--- config.mk ---
export PLATFORM = sky130hd
export DESIGN_NAME = ko_match_sequencer
export DESIGN_NICKNAME = d
export VERILOG_FILES = /design/src/rtl/ko_pkg.sv /design/src/rtl/ko_score_keeper.sv /design/src/rtl/ko_match_sequencer.sv
export SDC_FILE = /design/constraint.sdc
export NUM_CORES = 1
export LEC_CHECK = 0
export ABC_AREA = 1
export CAP_MARGIN = 25
export CORE_ASPECT_RATIO = 0.6
export CORE_MARGIN = 2
export CORE_UTILIZATION = 30
export DETAILED_ROUTE_END_ITERATION = 10
export HOLD_SLACK_MARGIN = 0.1
export SETUP_SLACK_MARGIN = 0.15
export SYNTH_ARGS = -nofsm -noshare
export SYNTH_HDL_FRONTEND = slang
export SYNTH_SLANG_ARGS = --single-unit
--- constraint.sdc ---
create_clock -name clk -period 2 [get_ports clk]
set_input_delay 0.4 -clock clk [delete_from_list [all_inputs] [get_ports clk]]
set_output_delay 0.4 -clock clk [all_outputs]
set_load 0.02 [all_outputs]
--- src/rtl/ko_pkg.sv ---
// ko_pkg -- shared types and constants for the knockout match sequencer.
//
// Contents:
//   state_t            sequencer state encoding (IDLE, SF1, SF2, FINAL, EXTRA, DONE)
//   MATCH_*            match_id encoding (SF1=0, SF2=1, FINAL=2, NONE=3)
//   TEAM_ONE/TEAM_TWO  result-bit encoding (0 = team one won, 1 = team two won)
//   next_match_state   state that follows the resolution of a given match
//   state_match        match_id shown for a given state (EXTRA handled by the caller)
package ko_pkg;

    typedef enum logic [2:0] {
        ST_IDLE  = 3'd0,
        ST_SF1   = 3'd1,
        ST_SF2   = 3'd2,
        ST_FINAL = 3'd3,
        ST_EXTRA = 3'd4,
        ST_DONE  = 3'd5
    } state_t;

    localparam logic [1:0] MATCH_SF1   = 2'd0;
    localparam logic [1:0] MATCH_SF2   = 2'd1;
    localparam logic [1:0] MATCH_FINAL = 2'd2;
    localparam logic [1:0] MATCH_NONE  = 2'd3;

    localparam logic TEAM_ONE = 1'b0;
    localparam logic TEAM_TWO = 1'b1;

    function automatic state_t next_match_state(input logic [1:0] match);
        case (match)
            MATCH_SF1: return ST_SF2;
            MATCH_SF2: return ST_FINAL;
            default:   return ST_DONE;
        endcase
    endfunction

    function automatic logic [1:0] state_match(input state_t st);
        case (st)
            ST_SF1:   return MATCH_SF1;
            ST_SF2:   return MATCH_SF2;
            ST_FINAL: return MATCH_FINAL;
            default:  return MATCH_NONE;
        endcase
    endfunction

endpackage

--- src/rtl/ko_score_keeper.sv ---
// ko_score_keeper -- the two saturating per-match goal counters.
//
// Ports:
//   clk, rst_n                 clock, synchronous active-low reset
//   i_clear                    zero both counters (wins over increment)
//   i_inc_en                   goal pulses are counted only while high
//   i_goal_one, i_goal_two     one-cycle goal strobes
//   o_score_one, o_score_two   registered scores
//   o_one_ahead, o_two_ahead,
//   o_tied                     comparison of the scores *including* any goal
//                              arriving this cycle, so a goal coincident with
//                              match_end is counted before the decision
module ko_score_keeper #(
    parameter int SCORE_W = 4
) (
    input  logic               clk,
    input  logic               rst_n,
    input  logic               i_clear,
    input  logic               i_inc_en,
    input  logic               i_goal_one,
    input  logic               i_goal_two,
    output logic [SCORE_W-1:0] o_score_one,
    output logic [SCORE_W-1:0] o_score_two,
    output logic               o_one_ahead,
    output logic               o_two_ahead,
    output logic               o_tied
);

    localparam logic [SCORE_W-1:0] SCORE_MAX = '1;

    logic [SCORE_W-1:0] r_one;
    logic [SCORE_W-1:0] r_two;
    logic [SCORE_W-1:0] w_one_next;
    logic [SCORE_W-1:0] w_two_next;

    // Saturating increment: a counter at its maximum simply holds.
    assign w_one_next = (i_inc_en && i_goal_one && (r_one != SCORE_MAX))
                        ? r_one + SCORE_W'(1) : r_one;
    assign w_two_next = (i_inc_en && i_goal_two && (r_two != SCORE_MAX))
                        ? r_two + SCORE_W'(1) : r_two;

    always_ff @(posedge clk) begin
        if (!rst_n || i_clear) begin
            r_one <= '0;
            r_two <= '0;
        end else begin
            r_one <= w_one_next;
            r_two <= w_two_next;
        end
    end

    assign o_score_one = r_one;
    assign o_score_two = r_two;
    assign o_one_ahead = (w_one_next > w_two_next);
    assign o_two_ahead = (w_two_next > w_one_next);
    assign o_tied      = (w_one_next == w_two_next);

endmodule

--- src/rtl/ko_match_sequencer.sv ---
// ko_match_sequencer -- runs SF1 (a vs b), SF2 (c vs d) and the FINAL in
// order, counts goals per match and latches the three winner-select bits.
//
// Optional feature macro: KO_EXTRA_TIME_EN. When defined, a tie at match_end
// enters EXTRA (scores kept, counting continues) and the interrupted match
// is held in a return register; when undefined, a tie resolves at once to
// team one and in_extra is tied low.
//
// Ports:
//   clk, rst_n                  clock, synchronous active-low reset
//   start                       begin a tournament (accepted in IDLE/DONE only)
//   goal_one, goal_two          goal strobes for the current match
//   match_end                   end of regulation (or of extra time in EXTRA)
//   s0, s1, s2                  SF1 / SF2 / FINAL results (0 = team one)
//   match_id                    0 SF1, 1 SF2, 2 FINAL, 3 none
//   score_one, score_two        running scores
//   in_extra, busy, done        status
//
// Handshake: every input is a single-cycle strobe sampled on the rising
// clock edge; there is no ready/backpressure. Each decision is visible on
// the outputs exactly one cycle after the strobe that caused it.
module ko_match_sequencer
    import ko_pkg::*;
#(
    parameter int SCORE_W = 4
) (
    input  logic               clk,
    input  logic               rst_n,
    input  logic               start,
    input  logic               goal_one,
    input  logic               goal_two,
    input  logic               match_end,
    output logic               s0,
    output logic               s1,
    output logic               s2,
    output logic [1:0]         match_id,
    output logic [SCORE_W-1:0] score_one,
    output logic [SCORE_W-1:0] score_two,
    output logic               in_extra,
    output logic               busy,
    output logic               done
);

    state_t     r_state;
    state_t     w_state_next;
    logic [2:0] r_res;
    logic [2:0] w_res_next;
    logic       w_clear;
    logic       w_inc_en;
    logic       w_resolve;
    logic [1:0] w_cur_match;
    logic       w_one_ahead;
    logic       w_two_ahead;
    logic       w_tied;
    logic       w_bit;
`ifdef KO_EXTRA_TIME_EN
    logic [1:0] r_ret;
    logic [1:0] w_ret_next;
`endif

    // Goals count in every match state, including extra time.
    assign w_inc_en = (r_state == ST_SF1) || (r_state == ST_SF2) ||
                      (r_state == ST_FINAL) || (r_state == ST_EXTRA);

    // A tie always goes to team one (only reached on a tie in the default
    // build or at the end of extra time).
    assign w_bit = (w_tied || w_one_ahead) ? TEAM_ONE :
                   (w_two_ahead ? TEAM_TWO : TEAM_ONE);

    ko_score_keeper #(.SCORE_W(SCORE_W)) u_score (
        .clk         (clk),
        .rst_n       (rst_n),
        .i_clear     (w_clear),
        .i_inc_en    (w_inc_en),
        .i_goal_one  (goal_one),
        .i_goal_two  (goal_two),
        .o_score_one (score_one),
        .o_score_two (score_two),
        .o_one_ahead (w_one_ahead),
        .o_two_ahead (w_two_ahead),
        .o_tied      (w_tied)
    );

    always_comb begin
        w_state_next = r_state;
        w_res_next   = r_res;
        w_clear      = 1'b0;
        w_resolve    = 1'b0;
        w_cur_match  = state_match(r_state);
`ifdef KO_EXTRA_TIME_EN
        w_ret_next   = r_ret;
`endif
        case (r_state)
            ST_IDLE, ST_DONE: begin
                if (start) begin
                    w_state_next = ST_SF1;
                    w_clear      = 1'b1;
                    w_res_next   = '0;
                end
            end
            ST_SF1, ST_SF2, ST_FINAL: begin
                if (match_end) begin
`ifdef KO_EXTRA_TIME_EN
                    if (w_tied) begin
                        w_state_next = ST_EXTRA;
                        w_ret_next   = w_cur_match;
                    end else begin
                        w_resolve = 1'b1;
                    end
`else
                    w_resolve = 1'b1;
`endif
                end
            end
`ifdef KO_EXTRA_TIME_EN
            ST_EXTRA: begin
                w_cur_match = r_ret;
                if (match_end) begin
                    w_resolve = 1'b1;
                end
            end
`endif
            default: w_state_next = ST_IDLE;
        endcase

        if (w_resolve) begin
            w_clear      = 1'b1;
            w_state_next = next_match_state(w_cur_match);
            case (w_cur_match)
                MATCH_SF1:   w_res_next[0] = w_bit;
                MATCH_SF2:   w_res_next[1] = w_bit;
                MATCH_FINAL: w_res_next[2] = w_bit;
                default:     ;
            endcase
        end
    end

    always_ff @(posedge clk) begin
        if (!rst_n) begin
            r_state <= ST_IDLE;
            r_res   <= '0;
`ifdef KO_EXTRA_TIME_EN
            r_ret   <= MATCH_SF1;
`endif
        end else begin
            r_state <= w_state_next;
            r_res   <= w_res_next;
`ifdef KO_EXTRA_TIME_EN
            r_ret   <= w_ret_next;
`endif
        end
    end

    assign s0   = r_res[0];
    assign s1   = r_res[1];
    assign s2   = r_res[2];
    assign busy = w_inc_en;
    assign done = (r_state == ST_DONE);
`ifdef KO_EXTRA_TIME_EN
    assign in_extra = (r_state == ST_EXTRA);
    assign match_id = (r_state == ST_EXTRA) ? r_ret : state_match(r_state);
`else
    assign in_extra = 1'b0;
    assign match_id = state_match(r_state);
`endif

endmodule

==> metrics, run 1 <==
full die area between 0.003 and 0.004 mm^2; Chip Height approximately 48 um; top cells by area, synth dfxtp_1, nand2_1, inv_1; power per standard cell area between 800 and 900 mW/mm^2; wire length per cell 11.8 um; DRT Pass-1 Iters 4; Most common cell on crit path nand2_1; H-tree Lvls 1; initial antenna violation count 0; First DRT Iteration DRCs 33; worst path arrival time about 2 ns; CTS tree yes; synth cell count leaders nand2_1, inv_1, nand3_1, dfxtp_1; placement row count 15; cell with the most instances after synthesis nand2_1; slowest stage cell, crit path dfxtp_4; CP required around 2.2 ns; Port Buf Inserts 20; Startpoint Class flop; proportion of synthesized chip area in sequential cells 0.290; unrepaired setup endpoints after global routing true; clk buf depth 2; Worst setup EP type flop; Final #Nets about 190; Hold Fails Final Rpt 0; final setup fails 0; Leak approximately 0.66 nW; Synth async-reset ratio 0; post-route ant nets 0; DRT Wirelength roughly 2.6 mm; total CTS buffers 3; Top FF cell, synth dfxtp_1; post-DP HPWL ~1.8 mm; Setup TNS 0 ns; CTS Hold Bufs 0; Netlist cell types 20; remaining global-route overflow 0; Initial Utilization 0.326; crit path kind reg2reg; vias in the first global route 818; gpl congestion about 0.9; clock slew at reported path FFs roughly 0.050 ns; Hold Slack approximately 0.5 ns; crit path time final between 1.5 and 2 ns; CP delay by family, top simple AND/OR/NAND/NOR gates; clock skew 0.00880 ns; Peak VDD IR ~0.34 mV; worst skew pair latency 0.25 ns; critical path buffer and inverter count 0; Clock Root Buffer clkbuf_8; first-pass GRT wire length 3.70 mm; Post-synth EDFFs 0; Post-Syn Instances 138; largest area contributor in the netlist dfxtp_1; final slew viol count 0; run status complete, no violations; Max Clk Rate ~0.55 GHz; drt via density 4.56; # IOs 22; Synth top area share 0.290; CP max FO 6; final worst path period share 0.912; post-synthesis register bit count 14; Die X roughly 77 um; vias 990; drt drc 0; Total Routing Usage GR 0.135; synth warn 0; CP Cell Sequence nor2_4, nand2_2, nand2_8, nand3_4, nand2_1, nand2_1, ha_1, o21ai_1, nand2_1, nand2_2, nand2_1, nand2_1, nand2_1, nor2_1; Ant. Diodes 0; largest net degree at the start of global routing 9; Core Area a little under 0.003 mm^2; syn_nets 150; Min-Delay Path Class reg2reg; synthesis-to-finish area growth 56.0%; max incr delay on CP 0.37 ns; share of layout cells above drive strength 1 0.331; netlist area before placement ~970 um^2; syn_area_per_cell 7.01 um^2; max cap viols 0; Clock Sinks 14
-- what timing repair did --
| item | in CTS | in global routing |
|---|---|---|
| resized for setup | 20 | 18 |
| buffers inserted | 0 | 4 |
| pin swaps | 3 | 5 |
| endpoints found under the setup margin | 7 | 4 |
-- sequential cells by signal, indices dropped and copies added, names as in the netlist --
name / count
r_res: 3
r_state: 3
u_score.o_score_one: 4
u_score.o_score_two: 4
-- power by group --
| group | switching, W | internal, W |
|---|---|---|
| Clock | 0.000104 | 0.000174 |
| Combinational | 0.000355 | 0.000270 |
| Sequential | 0.0000394 | 0.000310 |
-- cell families after synthesis --
kind of cell | count (synthesis) | share of synthesized area
AO/OA/AOI/OAI | 15 | 0.0931
flip-flops | 14 | 0.290
AND/OR/NAND/NOR | 75 | 0.427
other | 1 | 0.00388
buffers and inverters | 27 | 0.109
adder cells (fa/ha/maj) | 6 | 0.0776
-- routing by layer --
layer  routed length [um]  up-vias  GRT usage
met5                    0        -          0
met4                   29        0     0.0321
met3                  162        4     0.0472
met2                 1120       24      0.216
met1                 1240      444      0.179
li1                     -      518          -
-- worst register-to-register path: stages, from the launching register on --
cell and delay, ns:
dfxtp_4 0.37, nor2_4 0.11, nand2_2 0.10, nand2_8 0.12
nand3_4 0.12, nand2_1 0.09, nand2_1 0.07, ha_1 0.27
o21ai_1 0.13, nand2_1 0.08, nand2_2 0.08, nand2_1 0.06
nand2_1 0.06, nand2_1 0.04, nor2_1 0.08
-- final timing paths --
path	startpoint	endpoint	slack [ns]	cells past startpoint
min	r_res[2]$_SDFF_PN0_	r_res[2]$_SDFF_PN0_	0.50	2
min reg2reg	r_res[2]$_SDFF_PN0_	r_res[2]$_SDFF_PN0_	0.50	2
max	r_state[1]$_SDFFE_PN0P_	r_res[0]$_SDFF_PN0_	0.18	14
max reg2reg	r_state[1]$_SDFFE_PN0P_	r_res[0]$_SDFF_PN0_	0.18	14
-- layout make-up --
| class | count | area [um^2] |
|---|---|---|
| flip-flops and latches | 14 | 299 |
| repair buffers | 34 | 299 |
| well taps | 42 | 52.6 |
| clock buffers | 4 | 55.1 |
| fillers | 298 | 1460 |
| multi-input cells | 97 | 703 |
| inverters | 26 | 100 |
-- placed cells by master, fill, tap and decap left out, drive strengths merged --
master	n
nand2	36
inv	26
nand3	21
clkdlybuf4s50	14
buf	14
dfxtp	14
nor2	12
a21oi	8
o21ai	7
ha	6
nand4	5
dlygate4sd2	5
clkbuf	4
nand3b	1
conb	1
clkdlybuf4s15	1
-- per-stage QoR --
stage / area, um^2 / util / std cells / power [W] / setup slack, ns
3_5_place_dp: 1290 / 0.436 / 209 / 0.000886 / -0.210
6_report: 1510 / 0.509 / 217 / 0.00125 / 0.176
5_1_grt: 1510 / 0.509 / 217 / 0.00134 / 0.0134
2_1_floorplan: 972 / - / 138 / 0.000677 / 0.185
3_3_place_gp: 1290 / 0.436 / 209 / 0.000882 / -0.180
4_1_cts: 1380 / 0.467 / 213 / 0.00117 / 0.152
(Power assumes the default switching activity.)
==> inputs of run 2 (changes only) <==
Settings changed: HOLD_SLACK_MARGIN 0.1 to not set.
Clock period 2 ns to 2.3 ns, I/O delays scaled along.
==> run 2 against run 1 <==
Net effect:
- flip-flop and latch count unchanged
- via count decreased by 7.7%
- global-route usage decreased by 0.49 points
- cell count decreased by 6.5%
- combinational power decreased by 33%
- critical path depth decreased by 11
- hold slack got worse by 0.0011 ns
- critical path type is now reg2out
- critical endpoint is now done
- largest cell class unchanged
==> metrics, run 2 (synthesized netlist as in run 1, its figures left out) <==
NetSw 0.000371 W (-25%); placement row count 15 (unchanged); hold path cells 2 (unchanged); max incr delay on CP 0.61 ns (+0.24 ns); gpl congestion 0.768 (-15%); dpl ws 0.0575 ns (+0.267 ns); Total Routing Usage GR 0.130 (-0.00492); remaining global-route overflow 0 (unchanged); final slew viol count 0 (unchanged); vias in the first global route 770 (-5.9%); Peak VDD IR 0.236 mV (-31%); routed wl met2 826 um (-26%); reg2reg path depth 14 (unchanged); Fillers 318 (+6.7%); Port Buf Inserts 20 (unchanged); Clk network pwr share 0.218 (-0.004); Worst setup EP type primary output; Setup TNS 0 ns (unchanged); Placed Area 0.00122 mm^2 (-5.6%); First DRT Iteration DRCs 34 (+3.0%); post-route ant nets 0 (unchanged); crit path kind reg2out; hold_sp r_res[1]$_SDFF_PN0_; Initial Utilization 0.326 (unchanged); sequential share of power 0.323 (+0.044); Die X 77.3 um (unchanged); CP max FO 6 (unchanged); total CTS buffers 3 (unchanged); clock skew 0.00280 ns (-0.00601 ns); largest net degree at the start of global routing 9 (unchanged); drt drc 0 (unchanged); crit path time final 1.98 ns; final setup fails 0 (unchanged); DR top layer met4; DRT Pass-1 Iters 4 (unchanged); power per standard cell area 714 mW/mm^2 (-14%); first-pass GRT wire length 3.66 mm (-1.1%); synthesis-to-finish area growth 31.4%; vias 914 (-7.7%); max cap viols 0 (unchanged); CTS tree yes; CP required 1.84 ns (-0.34 ns); Ant. Diodes 0 (unchanged); full die area 0.00371 mm^2 (unchanged); unrepaired setup endpoints after global routing true; Max Clk Rate ~0.50 GHz; Clock Sinks 14 (unchanged); final worst path period share 0.862; most common library cell in the layout ignoring fill and taps nand2_1; Hold Slack 0.496 ns (-0.00106 ns); Reg2Reg Setup Slack 0.32 ns (+0.14 ns); CP Cell Sequence inv_1, nor2_1, clkdlybuf4s50_1; Min-Delay Path Class reg2reg; met3 routed WL 105 um (-35%); # IOs 22 (unchanged); initial antenna violation count 0 (unchanged); met1 WL 1.17 mm (-6.3%); power share of the combinational group 0.458 (-0.041); worst path arrival time 1.52 ns (-0.48 ns); Leak 0.588 nW (-11%); sw frac 0.409 (+0.0117); Internal Power 0.000536 W (-29%); Final #Nets 175 (-6.9%); R2R Path Start r_state[2]$_SDFFE_PN0P_; Hold Path End r_res[1]$_SDFF_PN0_; Power Total 0.000908 W (-28%); Hold Fails Final Rpt 0 (unchanged); DRT Wirelength 2.13 mm (-17%); Startpoint Class flop; worst skew pair latency 0.24 ns (about the same); slowest stage cell, crit path clkdlybuf4s50_1; fin area 0.00127 mm^2 (-16%); run status complete, no violations; Clock Root Buffer clkbuf_8; post-DP HPWL 1.69 mm (-3.8%); Chip Height 48.0 um (unchanged); drt via density 4.50 (-1.3%); CTS Hold Bufs 0 (unchanged); clk buf depth 2 (unchanged); setup ws final 0.318 ns (+0.141 ns); commonest non-fill, non-tap cells in the layout nand2_1, inv_1, clkdlybuf4s50_1, nand3_1, dfxtp_1; r2r endpoint r_res[0]$_SDFF_PN0_; share of layout cells above drive strength 1 0.161 (-0.170); clock slew at reported path FFs 0.05 ns (about the same); H-tree Lvls 1 (unchanged); Core Area 0.00297 mm^2 (unchanged); wire length per cell 10.5 um (-11%)
run 2: changes by cell type in the layout (fill, tap and decap cells not counted), sizes merged:
| cell | before | now |
|---|---|---|
| clkdlybuf4s50 | 14 | 18 |
| dlymetal6s2s | 0 | 1 |
| dlygate4sd2 | 5 | 1 |
| buf | 14 | 1 |
| clkdlybuf4s15 | 1 | 0 |
| clkbuf | 4 | 3 |
run 2: worst max-delay path by stage:
stage                                           start  cells past startpoint  slack [ns]                  end
finish                        r_state[2]$_SDFFE_PN0P_                      3        0.32                 done
global route        u_score.o_score_two[1]$_SDFF_PP0_                     13        0.12  r_res[0]$_SDFF_PN0_
CTS                           r_state[2]$_SDFFE_PN0P_                      5        0.20          match_id[1]
detailed placement                           goal_one                     13        0.06  r_res[0]$_SDFF_PN0_
global placement                             goal_one                     13        0.07  r_res[0]$_SDFF_PN0_
floorplan           u_score.o_score_one[0]$_SDFF_PP0_                     13        0.37  r_res[0]$_SDFF_PN0_
run 2: per-layer routing:
layer,vias to the layer above,global-route usage
li1,489,-
met1,396,0.182
met2,27,0.190
met3,2,0.0377
met4,0,0.0536
met5,-,0
run 2: stage by stage:
step           cells  utilization
2_1_floorplan    138            -
3_3_place_gp     200        0.411
3_5_place_dp     200        0.411
4_1_cts          203        0.425
5_1_grt          203        0.429
6_report         203        0.429
run 2: worst max-delay path, delay by kind of cell (launching register included):
| kind | cells | cell delay, ns |
|---|---|---|
| buffers and inverters | 2 | 0.77 |
| flip-flops | 1 | 0.38 |
| AND/OR/NAND/NOR | 1 | 0.13 |
run 2: final cells by class:
type | count | area [um^2] | share of cell area
well taps | 42 | 52.6 | 0.0413
repair buffers | 21 | 209 | 0.164
inverters | 26 | 97.6 | 0.0768
clock buffers | 3 | 41.3 | 0.0325
multi-input cells | 97 | 588 | 0.463
flip-flops and latches | 14 | 283 | 0.222
run 2: what timing repair did:
item                                   CTS  global route
cloned                                   0             0
gates resized for setup                  1             5
endpoints found under the hold margin    0             0
setup buffers                            0             0
setup endpoints to repair                1             4
run 2: power groups by stage:
stage                     clock network [W]  registers (W)  logic, W
final                              0.000198       0.000293  0.000416
after global routing               0.000220       0.000297  0.000468
after CTS                          0.000209       0.000291  0.000417
after detailed placement                  0       0.000296  0.000419
after global placement                    0       0.000296  0.000413
after floorplan                           0       0.000308  0.000279
